===== src/rtl/fetch_pkg.sv =====
// -----------------------------------------------------------------------------
// fetch_pkg
// Shared types and constants for the instruction fetch unit: FSM state
// encoding, buffer entry payload, instruction field positions, default reset
// PC and a word-alignment helper.
// -----------------------------------------------------------------------------
package fetch_pkg;

    localparam int unsigned XLEN = 32;

    typedef enum logic [1:0] {
        IDLE  = 2'd0,   // no request outstanding
        WAIT  = 2'd1,   // one request outstanding, response will be kept
        DRAIN = 2'd2    // one request outstanding, response will be dropped
    } fetch_state_e;

    localparam logic [XLEN-1:0] NOOP_INSTR       = 32'h0000_0000;
    localparam logic [XLEN-1:0] DEFAULT_RESET_PC = 32'h0000_0000;

    localparam int unsigned OP_MSB    = 31;
    localparam int unsigned OP_LSB    = 26;
    localparam int unsigned FUNCT_MSB = 5;
    localparam int unsigned FUNCT_LSB = 0;

    // One fetch-buffer entry: returned word plus the PC it was fetched from.
    typedef struct packed {
        logic [XLEN-1:0] instr;
        logic [XLEN-1:0] pc;
    } fetch_entry_t;

    // Clear the byte-offset bits of an address.
    function automatic logic [XLEN-1:0] word_align(input logic [XLEN-1:0] addr);
        return addr & 32'hFFFF_FFFC;
    endfunction

endpackage


===== src/rtl/fetch_buffer.sv =====
// -----------------------------------------------------------------------------
// fetch_buffer
// Synchronous FIFO of {instr, pc} entries between fetch and decode.
// flush empties the FIFO and overrides push and pop in the same cycle.
// Ports:
//   clk, reset    : clock, synchronous active-high reset
//   push_i        : write push_data_i at the tail (ignored when full w/o pop)
//   push_data_i   : entry to write
//   pop_i         : drop the head entry (ignored when empty)
//   flush_i       : discard all entries
//   head_o        : current head entry (raw storage; qualify with empty_o)
//   count_o       : number of valid entries
//   full_o/empty_o: occupancy flags
// -----------------------------------------------------------------------------
module fetch_buffer
    import fetch_pkg::*;
#(
    parameter int unsigned DEPTH = 2,
    localparam int unsigned PTR_W = (DEPTH > 1) ? $clog2(DEPTH) : 1,
    localparam int unsigned CNT_W = $clog2(DEPTH + 1)
) (
    input  logic             clk,
    input  logic             reset,
    input  logic             push_i,
    input  fetch_entry_t     push_data_i,
    input  logic             pop_i,
    input  logic             flush_i,
    output fetch_entry_t     head_o,
    output logic [CNT_W-1:0] count_o,
    output logic             full_o,
    output logic             empty_o
);

    fetch_entry_t     mem_q [DEPTH];
    logic [PTR_W-1:0] wr_ptr_q;
    logic [PTR_W-1:0] rd_ptr_q;
    logic [CNT_W-1:0] count_q;
    logic             do_push;
    logic             do_pop;

    assign full_o  = (count_q == CNT_W'(DEPTH));
    assign empty_o = (count_q == '0);
    assign count_o = count_q;
    assign head_o  = mem_q[rd_ptr_q];

    // A push into a full FIFO is only legal when the head leaves the same cycle.
    assign do_pop  = pop_i && !empty_o;
    assign do_push = push_i && (!full_o || do_pop);

    // Entry storage; not reset, contents are qualified by the count.
    always_ff @(posedge clk) begin
        if (do_push) begin
            mem_q[wr_ptr_q] <= push_data_i;
        end
    end

    // Pointers and occupancy.
    always_ff @(posedge clk) begin
        if (reset || flush_i) begin
            wr_ptr_q <= '0;
            rd_ptr_q <= '0;
            count_q  <= '0;
        end else begin
            if (do_push) begin
                wr_ptr_q <= wr_ptr_q + PTR_W'(1);
            end
            if (do_pop) begin
                rd_ptr_q <= rd_ptr_q + PTR_W'(1);
            end
            case ({do_push, do_pop})
                2'b10:   count_q <= count_q + CNT_W'(1);
                2'b01:   count_q <= count_q - CNT_W'(1);
                default: count_q <= count_q;
            endcase
        end
    end

endmodule


===== src/rtl/instr_fetch_unit.sv =====
// -----------------------------------------------------------------------------
// instr_fetch_unit
// Fetch stage: holds the PC, issues single-outstanding word requests to
// instruction memory, buffers returned words and hands them to decode with
// the Op/Funct fields. Redirects flush the buffer and any in-flight fetch.
// Optional build macro FETCH_PERF_CNT_EN adds FetchCount/FlushCount outputs.
// Ports:
//   clk, reset                  : clock, synchronous active-high reset
//   IMemReqValid/Ready/Addr     : request channel to instruction memory
//   IMemRespValid/Data          : response channel from instruction memory
//   InstrValid/Ready            : handshake of the buffer head to decode
//   Instr, InstrPC, PCPlus4     : head instruction, its PC and PC+4
//   Op, Funct                   : Instr[31:26], Instr[5:0]
//   Redirect, RedirectPC        : taken branch/jump and its target
//   FetchCount, FlushCount      : (FETCH_PERF_CNT_EN) consumed/flush counters
// -----------------------------------------------------------------------------
module instr_fetch_unit
    import fetch_pkg::*;
#(
    parameter logic [31:0] RESET_PC  = DEFAULT_RESET_PC,
    parameter int unsigned BUF_DEPTH = 2
) (
    input  logic        clk,
    input  logic        reset,
    output logic        IMemReqValid,
    input  logic        IMemReqReady,
    output logic [31:0] IMemReqAddr,
    input  logic        IMemRespValid,
    input  logic [31:0] IMemRespData,
    output logic        InstrValid,
    input  logic        InstrReady,
    output logic [31:0] Instr,
    output logic [31:0] InstrPC,
    output logic [31:0] PCPlus4,
    output logic [5:0]  Op,
    output logic [5:0]  Funct,
    input  logic        Redirect,
    input  logic [31:0] RedirectPC
`ifdef FETCH_PERF_CNT_EN
    ,
    output logic [31:0] FetchCount,
    output logic [31:0] FlushCount
`endif
);

    localparam int unsigned CNT_W = $clog2(BUF_DEPTH + 1);

    fetch_state_e     state_q, state_d;
    logic [31:0]      fetch_pc_q, fetch_pc_d;
    logic [31:0]      req_pc_q, req_pc_d;
    logic             req_valid_c;
    logic             push_c;
    logic             pop_c;
    fetch_entry_t     push_entry;
    fetch_entry_t     head;
    logic [CNT_W-1:0] buf_count;
    logic             buf_full;
    logic             buf_empty;

    fetch_buffer #(
        .DEPTH (BUF_DEPTH)
    ) u_fetch_buffer (
        .clk         (clk),
        .reset       (reset),
        .push_i      (push_c),
        .push_data_i (push_entry),
        .pop_i       (pop_c),
        .flush_i     (Redirect),
        .head_o      (head),
        .count_o     (buf_count),
        .full_o      (buf_full),
        .empty_o     (buf_empty)
    );

    assign push_entry = '{instr: IMemRespData, pc: req_pc_q};
    assign pop_c      = InstrValid && InstrReady;

    // State register.
    always_ff @(posedge clk) begin
        if (reset) begin
            state_q    <= IDLE;
            fetch_pc_q <= RESET_PC;
            req_pc_q   <= '0;
        end else begin
            state_q    <= state_d;
            fetch_pc_q <= fetch_pc_d;
            req_pc_q   <= req_pc_d;
        end
    end

    // Next state, request issue and buffer push; Redirect has top priority.
    always_comb begin
        state_d     = state_q;
        fetch_pc_d  = fetch_pc_q;
        req_pc_d    = req_pc_q;
        req_valid_c = 1'b0;
        push_c      = 1'b0;

        if (Redirect) begin
            fetch_pc_d = word_align(RedirectPC);
        end

        case (state_q)
            IDLE: begin
                // No request outstanding, so buffer space is the only limit.
                req_valid_c = !reset && !Redirect && (buf_count < CNT_W'(BUF_DEPTH));
                if (req_valid_c && IMemReqReady) begin
                    req_pc_d   = fetch_pc_q;
                    fetch_pc_d = fetch_pc_q + 32'd4;
                    state_d    = WAIT;
                end
            end
            WAIT: begin
                if (Redirect) begin
                    state_d = IMemRespValid ? IDLE : DRAIN;
                end else if (IMemRespValid) begin
                    push_c  = 1'b1;
                    state_d = IDLE;
                end
            end
            DRAIN: begin
                if (IMemRespValid) begin
                    state_d = IDLE;
                end
            end
            default: begin
                state_d = IDLE;
            end
        endcase
    end

    // Occupancy plus the outstanding request never exceeds the depth.
    a_no_overflow: assert property (@(posedge clk) disable iff (reset)
        (state_q != IDLE) |-> !buf_full);

    assign IMemReqValid = req_valid_c;
    assign IMemReqAddr  = fetch_pc_q;

    // Decode-side view of the buffer head; zeroed while empty.
    assign InstrValid = !buf_empty;
    assign Instr      = buf_empty ? NOOP_INSTR : head.instr;
    assign InstrPC    = buf_empty ? 32'h0      : head.pc;
    assign PCPlus4    = buf_empty ? 32'h0      : head.pc + 32'd4;
    assign Op         = Instr[OP_MSB:OP_LSB];
    assign Funct      = Instr[FUNCT_MSB:FUNCT_LSB];

`ifdef FETCH_PERF_CNT_EN
    // Consumed-instruction and redirect counters, free-running with wrap.
    always_ff @(posedge clk) begin
        if (reset) begin
            FetchCount <= '0;
            FlushCount <= '0;
        end else begin
            if (pop_c) begin
                FetchCount <= FetchCount + 32'd1;
            end
            if (Redirect) begin
                FlushCount <= FlushCount + 32'd1;
            end
        end
    end
`endif

endmodule


===== config.mk =====
export PLATFORM = sky130hd
export DESIGN_NAME = instr_fetch_unit
export DESIGN_NICKNAME = d
export VERILOG_FILES = /design/src/rtl/fetch_pkg.sv /design/src/rtl/fetch_buffer.sv /design/src/rtl/instr_fetch_unit.sv
export SDC_FILE = /design/constraint.sdc
export NUM_CORES = 1
export LEC_CHECK = 0
export ABC_AREA = 1
export ABC_CLOCK_PERIOD_IN_PS = 9600
export CAP_MARGIN = 30
export CORE_ASPECT_RATIO = 1.2
export CORE_MARGIN = 1.5
export CORE_UTILIZATION = 45
export CTS_CLUSTER_SIZE = 12
export DETAILED_ROUTE_END_ITERATION = 8
export HOLD_SLACK_MARGIN = 0.1
export PLACE_DENSITY_LB_ADDON = 0.15
export SYNTH_ARGS = -nofsm -noshare
export SYNTH_HDL_FRONTEND = slang
export SYNTH_SLANG_ARGS = --single-unit

===== constraint.sdc =====
create_clock -name clk -period 9.6 [get_ports clk]
set_input_delay 1.92 -clock clk [delete_from_list [all_inputs] [get_ports clk]]
set_output_delay 1.92 -clock clk [all_outputs]
set_load 0.03 [all_outputs]

# After elaboration in Yosys (flattened, before gate mapping)
# Memory sizes are Yosys's and may differ from the RTL's. A register that Yosys moved wholly into a read port is not among the register bits.
# Cells that the tools add are included.
# totals
output_inout_bits	142
regBits	70
ramBits	128
latchBits	0
in_bits	70
mem_bits_ro	0
memories	1
# mem_list
memory	words	word_bits	read_ports	rd_ports_with_merged_regs	wr	line_no	rtl
u_fetch_buffer.mem_q	2	64	1	1	1	fetch_buffer.sv:34	fetch_entry_t mem_q [DEPTH];
# op_classes
order_cmp	1
div	0
n_mux	20
n_reduce_logical	16
eq_ne	6
mul	0
bitwise_logic	0
shifts	0
addsub	6
# op_table
cell	count
2-to-1 mux 32 bit	6
adder 32 x 3 -> 32 bit, second input constant	2
2-to-1 mux 1 bit	8
2-to-1 mux 2 bit	4
equality test 2 bit, second input constant	3
logical AND 1 bit	6
case mux 2 bit (3 select lines)	1
equality test 2 x 1 -> 1 bit, second input constant	2
zero test 1 bit	4
zero test 2 bit	2
case mux 2 bit (2 select lines)	1
adder 1 bit, second input constant	2
adder 2 x 1 -> 2 bit, second input constant	1
logical OR 1 bit	2
less-than comparator 2 bit, second input constant	1
!= test 2 bit, second input constant	1
AND reduction 2 bit	1
nonzero test 2 bit	1
subtractor 2 x 1 -> 2 bit, second input constant	1

# Logic depth before layout (Yosys ltp)
# Gate-level depths: netlist of the first run.
# depth
ltp_word	8
depth_mapped	13
mapped_depth_nobuf	13

# Cells and area by module
# From an unflattened synthesis of the first run, not the netlist that was laid out.
# hier_totals
hier_cells	1093
area_unflattened_um2	9795.6
# by_module_without_submodules
module	cells_per_inst	area_per_inst_um2	seq_area_each_um2	instances
fetch_buffer	240	4922.2	3943.8	1
instr_fetch_unit	853	4873.4	1321.3	1

# Worst setup path before layout of the first run
# Ideal clock, no wire load.
# synth_path
path_kind	input to register
start	input Redirect
end	memory u_fetch_buffer.mem_q[1][0] (netlist bit) (enable)
slack_ns	3.635
setup_time_ns	0.488
arrival_time_ns	5.477
cell_stages	7
required_time_ns	9.112
path_cell_list	buf_2 inv_1 clkbuf_1 nand2_1 nor3_1 inv_1 nor2_1
# synth_via
elab_chain_cells	5
# synth_rtl
item	line_no	rtl
start: declaration	instr_fetch_unit.sv:37	input logic Redirect,
2-to-1 mux 1 bit	instr_fetch_unit.sv:114	if (Redirect) begin
2-to-1 mux 1 bit	instr_fetch_unit.sv:103	case (state_q)
logical AND 1 bit	fetch_buffer.sv:48	assign do_push = push_i && (!full_o || do_pop);
2-to-1 mux 1 bit	fetch_buffer.sv:52	if (do_push) begin
2-to-1 mux 1 bit (not written as such)	fetch_buffer.sv:53	mem_q[wr_ptr_q] <= push_data_i;
end: declaration	fetch_buffer.sv:34	
# No other way between the ends.

==> metrics.md, run 1 <==
| Metric | Value |
|---|---|
| Status | `finished, final reports clean` |
| Ranking of synthesized cells by area | `edfxtp_1, dfxtp_1, nand2_1` |
| Nets@finish | `around 1400` |
| Die ar. | `around 22000 sq um` |
| Synth warn | `0` |
| Share of the synthesized area in the top cell type | `between 30% and 40%` |
| Initial Utilization | `between 40 and 50%` |
| Post-CTS setup repair buffer count | `0` |
| Fmax | `0.1628 GHz` |
| Most frequent cell after synthesis | `nand2_1` |
| WP data required | `roughly 7700 ps` |
| Total clock sinks | `about 200` |
| Final setup violation count | `0` |
| Vias after detailed routing | `about 8300` |
| Initial antenna violation count | `0` |
| Post-synth EDFFs | `roughly 130` |
| Final period utilization | `about 64%` |
| Overall power | `1.807 mW` |
| Worst-margin pin slew | `around 860 ps` |
| Max-cap viol count | `0` |
| Routed wire length | `23.90 mm` |
| Cells on worst reg2reg path | `11` |
| Die W | `~140 microns` |
| Crit Path Category | `register to output port` |
| Synthesized net count | `between 1000 and 1500` |
| Fin Setup TNS | `0 ps` |
| Sequential element share of the synthesized area | `54.43%` |
| Register area | `around 5300 sq um` |
| Worst Path Arrival | `between 4000 and 5000 ps` |
| Pwr dens | `roughly 140 nW/um^2` |
| Critical Path Start Type | `register` |
| H-tree levels | `4` |
| Finished Layout Cells | `~1700` |
| Hold path cells | `0` |
| #FFs+latches synth | `roughly 200` |
| Synth cell types | `37` |
| Post-Syn Area | `slightly below 10000 sq um` |
| Final Hold Viols | `0` |
| N_diodes | `0` |
| Clock Latency Late Sink | `approximately 430 ps` |
| Tot GR Track Use | `21.82%` |
| Worst Clk Skew | `between 10 and 15 ps` |
| Placed cells | `about 1600` |
| CORE AREA | `21050 sq um` |
| IO Pins | `approximately 210` |
| Post-synth top flop | `edfxtp_1` |
| Post-cts gate resize count | `0` |
| Row cnt | `58` |
| Antenna Violating Nets Remaining | `0` |
| Max FO, Critical Path | `between 70 and 80` |
| Layout fillers | `1936` |
| I/O Buffers | `between 200 and 250` |
| Post-detail-place hpwl | `~17 mm` |
| Largest net degree at the start of global routing | `83` |
| Die Y | `163.6 microns` |
| Unrepaired setup endpoints after global routing | `false` |
| Slew Limit Headroom | `a little over two fifths` |
| Synth-to-Final Area Change | `28.96%` |
| Pleak | `roughly 4.8 nW` |
| WL/cell | `between 10 and 15 microns` |
| Drt pass-1 iters | `5` |
| Drc violations | `0` |
| Number of global-route vias before repair | `between 7000 and 8000` |
| Min-delay worst type | `register to register` |
| Cells after Synth | `1199` |
| First-pass GRT wire length | `38.11 mm` |
| Vias per cell | `between 5 and 6` |
| CTS tree | `built` |
| Area of the multi-input gates | `~3700 sq um` |
| Fraction of layout cells with a size suffix above 1 | `a little under 5%` |
| Final Max Slew Viols | `0` |
| Post-synth ARST share | `0%` |
| Avg Inst Size Synth | `a little over 8 sq um` |
| Synth cell count leaders | `nand2_1, nor2_1, edfxtp_1` |
| CP Capture Type | `output port` |
| Max clock buf depth | `2` |
| CTS Buf Count | `17` |
| CTS hold repair buffers | `0` |
| Clock Pin Slew Worst Setup and Hold Paths | `about 70 ps` |
| Yosys top cell by area | `edfxtp_1` |
| Number of DRC markers in iteration 0 | `between 500 and 600` |
| Placer Congestion | `approximately 0.90` |
| Period minus WS final | `about 6000 ps` |
| CTS root buffer | `clkbuf_16` |
| Peak supply drop | `about 0.13 mV` |
| GR Overflow Total | `0` |
[state kept, by name (all words and copies together) (netlist names), named ones only]
register,flops
req_pc_q,32
u_fetch_buffer.wr_ptr_q,1
state_q,2
u_fetch_buffer.count_o,2
u_fetch_buffer.mem_q,128
IMemReqAddr,32
u_fetch_buffer.rd_ptr_q,1
[power by group]
part	switching, mW	internal (mW)
sequential	0.0207	0.928
clock	0.335	0.372
combinational	0.0837	0.0676
total	0.439	1.37
[stage by stage]
step	worst slack [ps]	area, sq um	hold WS, ps	utilization (%)
after floorplan	3635	9673	420.3	-
after global placement	3909	11880	429.4	56.47
after detailed placement	3882	11880	436.3	56.47
after CTS	3409	12470	455.1	59.27
after global routing	3070	12470	469.7	59.27
final	3458	12470	452.3	59.27
[kinds of logic after synthesis]
| group | synth area share (%) |
|---|---|
| flip-flops | 54.43 |
| buffers and inverters | 7.683 |
| multiplexers | 0.2070 |
| AO/OA/AOI/OAI | 10.31 |
| XOR/XNOR | 1.087 |
| adder cells (fa/ha/maj) | 0.3881 |
| AND/OR/NAND/NOR | 25.90 |
[worst paths after layout]
check	slack, ps	startpoint	end
hold reg to reg	450	req_pc_q[21]	u_fetch_buffer.mem_q[1][21]
setup / recovery	3460	register	PCPlus4[20]
setup reg to reg	7210	u_fetch_buffer.count_o[1]	IMemReqAddr[31]
hold / removal	450	req_pc_q[21]	u_fetch_buffer.mem_q[1][21]
[layer usage]
metal  GRT usage, %  part of all wire [%]  up-vias
met4          10.00                   3.3        0
met3          4.066                   7.4       41
met5              0                     0        -
met2          36.04                    47      291
met1          27.66                    43     3740
li1               -                     -     4252
[worst max-delay path, stage by stage (launching register included)]
cell and delay, ps:
dfxtp_2 310, buf_4 340, inv_2 340, buf_4 590
nand2_1 140, nand2_1 120, ha_1 190, nand2_1 110
nor2_2 280, nand2_1 200, nor2_2 170, nand3_1 90
o21ai_1 80, nand2_1 70, inv_1 70, clkdlybuf4s50_1 670
[placed cells by master (no fill, tap or decap), drive strengths merged]
cell,n
a2111oi,1
a211oi,3
a21oi,72
a311oi,1
a31oi,4
and2,2
buf,11
bufinv,1
clkbuf,18
clkdlybuf4s50,209
clkinv,4
clkinvlp,1
dfxtp,71
edfxtp,128
ha,3
inv,118
mux2i,2
nand2,347
nand3,48
nand3b,1
nand4,9
nor2,189
nor3,23
nor3b,1
nor4,1
o211a,2
o211ai,12
o21ai,87
o22ai,1
o41ai,1
or2,2
xnor2,2
xor2,10
[final cells by class]
type,count,area share (%)
clock inverters,14,1.294
clock buffers,18,3.440
repair buffers,220,17.43
multi-input cells,824,29.60
flip-flops and latches,199,42.22
well taps,270,2.708
inverters,110,3.310
Power figures use the tool's default switching activity.
==> inputs of run 2 (changes only) <==
--- a/config.mk
+++ b/config.mk
@@ -6,7 +6,7 @@
 export NUM_CORES = 1
 export LEC_CHECK = 0
 export ABC_AREA = 1
-export ABC_CLOCK_PERIOD_IN_PS = 9600
+export ABC_CLOCK_PERIOD_IN_PS = 5200
 export CAP_MARGIN = 30
 export CORE_ASPECT_RATIO = 1.2
 export CORE_MARGIN = 1.5
==> constraint.sdc (replaced) <==
create_clock -name clk -period 5.2 [get_ports clk]
set_input_delay 1.04 -clock clk [delete_from_list [all_inputs] [get_ports clk]]
set_output_delay 1.04 -clock clk [all_outputs]
set_load 0.03 [all_outputs]
==> metrics.md, run 2 (same netlist as run 1, synthesis figures left out) <==
| Metric | Value |
|---|---|
| Most common cell after layout, fill and taps aside | `nand2_1` |
| Pwr dens | `262.2 nW/um^2` |
| Fraction of layout cells with a size suffix above 1 | `4.975%` |
| Critical Path Start Type | `register` |
| Number of DRC markers in iteration 0 | `approximately 600` |
| Pleak | `~4.8 nW` |
| GR Overflow Total | `0` |
| CTS Buf Count | `17` |
| Synth-to-Final Area Change | `28.99%` |
| I/O Buffers | `between 200 and 250` |
| CORE AREA | `21050 sq um` |
| Vias per cell | `about 5` |
| Tot GR Track Use | `roughly 22%` |
| Most flop-heavy register | `u_fetch_buffer.mem_q` |
| Row cnt | `slightly below 60` |
| Max FO, Critical Path | `between 70 and 80` |
| WL/cell | `around 15 microns` |
| Slowest stage cell, crit path | `clkdlybuf4s50_1` |
| Max-cap viol count | `0` |
| Number of global-route vias before repair | `between 7000 and 8000` |
| Placed cells | `between 1500 and 2000` |
| Post-cts gate resize count | `0` |
| Initial Utilization | `a little under half` |
| Largest net degree at the start of global routing | `approximately 80` |
| Vias after detailed routing | `8364` |
| Peak supply drop | `between 0.2 and 0.25 mV` |
| N_diodes | `0` |
| Overall power | `3.272 mW` |
| Antenna Violating Nets Remaining | `0` |
| Drt pass-1 iters | `4` |
| Min-delay worst type | `register to register` |
| Final Max Slew Viols | `0` |
| Fin Setup TNS | `0 ps` |
| Total clock sinks | `199` |
| Crit Path Category | `register to output port` |
| Unrepaired setup endpoints after global routing | `false` |
| Max clock buf depth | `2` |
| Die ar. | `22390 sq um` |
| CP cell instances | `inv_2 > buf_12 > nand2_1 > nand2_1 > ha_1 > nand2_1 > nor2_2 > nand2_1 > nor2_2 > nand3_1 > o21ai_1 > nand2_1 > inv_1 > clkdlybuf4s50_1` |
| Post-CTS setup repair buffer count | `0` |
| Period minus WS final | `between 4000 and 5000 ps` |
| Status | `finished, final reports clean` |
| Final Hold Viols | `0` |
| Die Y | `about 160 microns` |
| Worst-margin pin slew | `967.3 ps` |
| Most common cell on crit path | `nand2_1` |
| CP Capture Type | `output port` |
| Slew Limit Headroom | `a little over a third` |
| Max reg flops | `~130` |
| Initial antenna violation count | `0` |
| First-pass GRT wire length | `approximately 38 mm` |
| CTS root buffer | `clkbuf_16` |
| Die W | `136.8 microns` |
| Drc violations | `0` |
| Finished Layout Cells | `approximately 1700` |
| Final period utilization | `between 80% and 90%` |
| Worst Path Arrival | `~3300 ps` |
| IO Pins | `212` |
| Final setup violation count | `0` |
| Worst Clk Skew | `10.91 ps` |
| Post-detail-place hpwl | `about 17 mm` |
| Routed wire length | `approximately 24 mm` |
| CTS hold repair buffers | `0` |
| Most frequent cells in the layout | `nand2_1, clkdlybuf4s50_1, nor2_1` |
| WP data required | `4160 ps` |
| Clock Latency Late Sink | `~440 ps` |
| Clock Pin Slew Worst Setup and Hold Paths | `approximately 70 ps` |
| Placer Congestion | `between 0.8 and 0.9` |
| H-tree levels | `4` |
| Nets@finish | `~1400` |
| CTS tree | `built` |
| Crit-path max cell delay | `approximately 670 ps` |
| Fmax | `about 0.23 GHz` |
-- run 2: where the power goes --
group	total, mW	switching, mW	leakage (nW)	internal [mW]
logic	0.281	0.156	2.75	0.125
clock network	1.24	0.611	0.261	0.628
registers	1.75	0.0381	1.78	1.71
total	3.27	0.805	4.79	2.47
-- run 2: layer usage --
metal  global-route usage, %  routed length, microns  vias up  part of all wire, %
met4                   9.139                     669        0                  2.8
li1                        -                       -     4254                    -
met2                   36.91                   11350      295                   47
met5                       0                       0        -                    0
met3                   4.035                    1698       43                  7.0
met1                   27.83                   10370     3772                   43
-- run 2: through the flow --
stage	cell area, sq um	hold slack (ps)	setup slack, ps	util, %
detailed placement	11920	434.7	1300	56.66
CTS	12480	453.6	820.8	59.29
finish	12480	454.0	832.2	59.29
global route	12480	468.7	586.4	59.29
global placement	11920	429.7	1324	56.66
floorplan	9673	420.3	115.2	-
-- run 2: path summary, 6_finish.rpt --
check / start / endpoint / slack, ps / cells past startpoint
worst min register to register: req_pc_q[7] / u_fetch_buffer.mem_q[1][7] / 450 / 0
worst max register to register: u_fetch_buffer.count_o[0] / u_fetch_buffer.mem_q[0][41] / 2940 / 5
worst min-delay path: req_pc_q[7] / u_fetch_buffer.mem_q[1][7] / 450 / 0
worst max-delay path: register / PCPlus4[20] / 830 / 14
-- run 2: area by class of cell --
class | count | area (sq um)
Fill cell | 1915 | 8568
Multi-Input combinational cell | 824 | 3692
Clock inverter | 13 | 120.1
Timing Repair Buffer | 222 | 2215
Sequential cell | 199 | 5266
Inverter | 110 | 412.9
Tap cell | 270 | 337.8
Clock buffer | 19 | 432.9
-- run 2: worst max-delay path, delay by kind of cell (launching register included) --
family	cells	cell delay, ps
adder cells (fa/ha/maj)	1	180
flip-flops	1	390
buffers and inverters	4	1120
AO/OA/AOI/OAI	1	80
AND/OR/NAND/NOR	8	1100
==> inputs of run 3 (changes only) <==
--- a/config.mk
+++ b/config.mk
@@ -6,7 +6,7 @@
 export NUM_CORES = 1
 export LEC_CHECK = 0
 export ABC_AREA = 1
-export ABC_CLOCK_PERIOD_IN_PS = 5200
+export ABC_CLOCK_PERIOD_IN_PS = 4140
 export CAP_MARGIN = 30
 export CORE_ASPECT_RATIO = 1.2
 export CORE_MARGIN = 1.5
==> constraint.sdc (replaced) <==
create_clock -name clk -period 4.14 [get_ports clk]
set_input_delay 0.828 -clock clk [delete_from_list [all_inputs] [get_ports clk]]
set_output_delay 0.828 -clock clk [all_outputs]
set_load 0.03 [all_outputs]
==> metrics.md, run 3 (same netlist as run 1, synthesis figures left out) <==
| Metric | Value |
|---|---|
| Status | `finished, final reports clean` |
| Overall power | `around 4.1 mW` |
| Slew Limit Headroom | `37.27%` |
| Layer with the highest usage | `met2` |
| Final setup violation count | `0` |
| Period minus WS final | `3829 ps` |
| P_sw | `1.016 mW` |
| Synth-to-Final Area Change | `30.76%` |
| Tot GR Track Use | `roughly 23%` |
| Antenna Violating Nets Remaining | `0` |
| Worst Path Arrival | `roughly 3000 ps` |
| Max FO, Critical Path | `21` |
| First-pass GRT wire length | `39.51 mm` |
| H-tree levels | `4` |
| CTS hold repair buffers | `0` |
| Most frequent cells in the layout | `nand2_1, clkdlybuf4s50_1, nor2_1` |
| CTS root buffer | `clkbuf_16` |
| Cells on worst reg2reg path | `10` |
| Switch share | `24.57%` |
| Number of global-route vias before repair | `between 7000 and 8000` |
| Worst reg2reg setup slack | `1970 ps` |
| Critical Path Start Type | `register` |
| Placer Congestion | `0.8770` |
| CTS Buf Count | `17` |
| Worst Clk Skew | `6.240 ps` |
| Non-Filler Cell Area, Final | `12650 sq um` |
| CP Capture Type | `output port` |
| Vias per cell | `roughly 5` |
| Post-detail-place hpwl | `around 18 mm` |
| I/O Buffers | `209` |
| Worst-margin pin slew | `939.6 ps` |
| Final Hold Viols | `0` |
| Met3 Use GR | `between 4 and 5%` |
| Min-delay worst type | `register to register` |
| Fmax | `~0.26 GHz` |
| Largest net degree at the start of global routing | `60` |
| Max reg flops | `between 100 and 150` |
| Crit Path Category | `register to output port` |
| DP Area | `12080 sq um` |
| Pleak | `~4.9 nW` |
| Hold path cells | `0` |
| Die Y | `between 150 and 200 microns` |
| Clock Latency Late Sink | `about 440 ps` |
| Unrepaired setup endpoints after global routing | `false` |
| IO Pins | `~210` |
| Most common cell after layout, fill and taps aside | `nand2_1` |
| Sequential Power Share | `approximately 53%` |
| R2R Path End | `IMemReqAddr[28]` |
| Routed wire length | `between 20 and 25 mm` |
| Post-CTS setup repair buffer count | `0` |
| Crit path to | `PCPlus4[9]` |
| Post-cts gate resize count | `0` |
| Int Pwr | `slightly above 3 mW` |
| Fraction of layout cells with a size suffix above 1 | `around 7.2%` |
| Vias after detailed routing | `~8400` |
| Drc violations | `0` |
| Layout fillers | `1920` |
| Critical R2R Launch | `IMemReqAddr[3]` |
| Clock power frac | `between 30% and 40%` |
| CTS tree | `built` |
| Nets@finish | `roughly 1500` |
| N_diodes | `0` |
| CORE AREA | `21050 sq um` |
| Die ar. | `about 22000 sq um` |
| Peak supply drop | `between 0.2 and 0.3 mV` |
| Logic pwr share | `under 10%` |
| Drt pass-1 iters | `5` |
| Row cnt | `58` |
| WP data required | `~3300 ps` |
| Met1 GRT Util | `28.05%` |
| WL/cell | `~15 microns` |
| GR Overflow Total | `0` |
| Die W | `~140 microns` |
| Pwr dens | `327.0 nW/um^2` |
| Initial Utilization | `~46%` |
| Initial antenna violation count | `0` |
| Final Max Slew Viols | `0` |
| Fin Setup TNS | `0 ps` |
| Max-cap viol count | `0` |
| Final period utilization | `92.48%` |
| Finished Layout Cells | `1665` |
| Clock Pin Slew Worst Setup and Hold Paths | `roughly 70 ps` |
| Total clock sinks | `between 150 and 200` |
| Placed cells | `1633` |
| Max clock buf depth | `2` |
| Most flop-heavy register | `u_fetch_buffer.mem_q` |
| Met2 usage | `39.86%` |
| Number of DRC markers in iteration 0 | `510` |
==> run 3: changes by cell type in the layout (fill, tap and decap cells not counted), sizes merged <==
cell,change
inv,-1
buf,+33
clkdlybuf4s50,-25
clkinvlp,-1
clkinv,+1
clkbuf,+1
==> run 3: through the flow <==
step           setup slack [ps]  hold slack, ps  utilization [%]
2_1_floorplan             339.2           420.3                -
3_3_place_gp              774.0           428.2            57.42
3_5_place_dp              750.7           434.5            57.42
4_1_cts                   271.6           454.0            60.10
5_1_grt                   19.13           464.8            60.10
6_report                  311.4           452.6            60.10
==> run 3: how the worst min path moves through the flow <==
| stage | slack, ps | start | to |
|---|---|---|---|
| after floorplan | 420 | req_pc_q[0] | u_fetch_buffer.mem_q[0][0] |
| after global placement | 430 | req_pc_q[31] | u_fetch_buffer.mem_q[0][31] |
| after detailed placement | 430 | req_pc_q[6] | u_fetch_buffer.mem_q[1][6] |
| after CTS | 450 | req_pc_q[6] | u_fetch_buffer.mem_q[1][6] |
| after global routing | 460 | req_pc_q[16] | u_fetch_buffer.mem_q[1][16] |
| final | 450 | req_pc_q[16] | u_fetch_buffer.mem_q[0][16] |
==> run 3: layout make-up <==
cell class | instances | area, sq um | area share, %
Clock inverter | 12 | 117.6 | 0.9299
Timing Repair Buffer | 230 | 2375 | 18.78
Inverter | 110 | 412.9 | 3.264
Clock buffer | 20 | 446.7 | 3.531
Sequential cell | 199 | 5266 | 41.64
Tap cell | 270 | 337.8 | 2.671
Multi-Input combinational cell | 824 | 3692 | 29.19
==> run 3: power by group through the flow <==
stage                     clock [mW]  sequential (mW)  combinational, mW
final                           1.58             2.20              0.356
after CTS                       1.61             2.20              0.357
after detailed placement           0             2.24              0.354
after global placement             0             2.24              0.349
after global routing            1.68             2.21              0.390
after floorplan                    0             2.27              0.153
==> run 3: layer usage <==
metal / wire (microns) / up-vias
met4: 386 / 0
met3: 1595 / 25
met5: 0 / -
li1: - / 4283
met1: 10800 / 3826
met2: 12210 / 261
==> run 3: critical path, cell delays in order (launching register included) <==
cell and delay (ps):
dfxtp_2 580, buf_4 340, nand2_1 100, nand2_1 140, nand2_1 120, nor2_4 160, inv_2 60, nor2_2 230
nand2_1 110, nand3_1 80, inv_1 40, clkdlybuf4s50_1 590
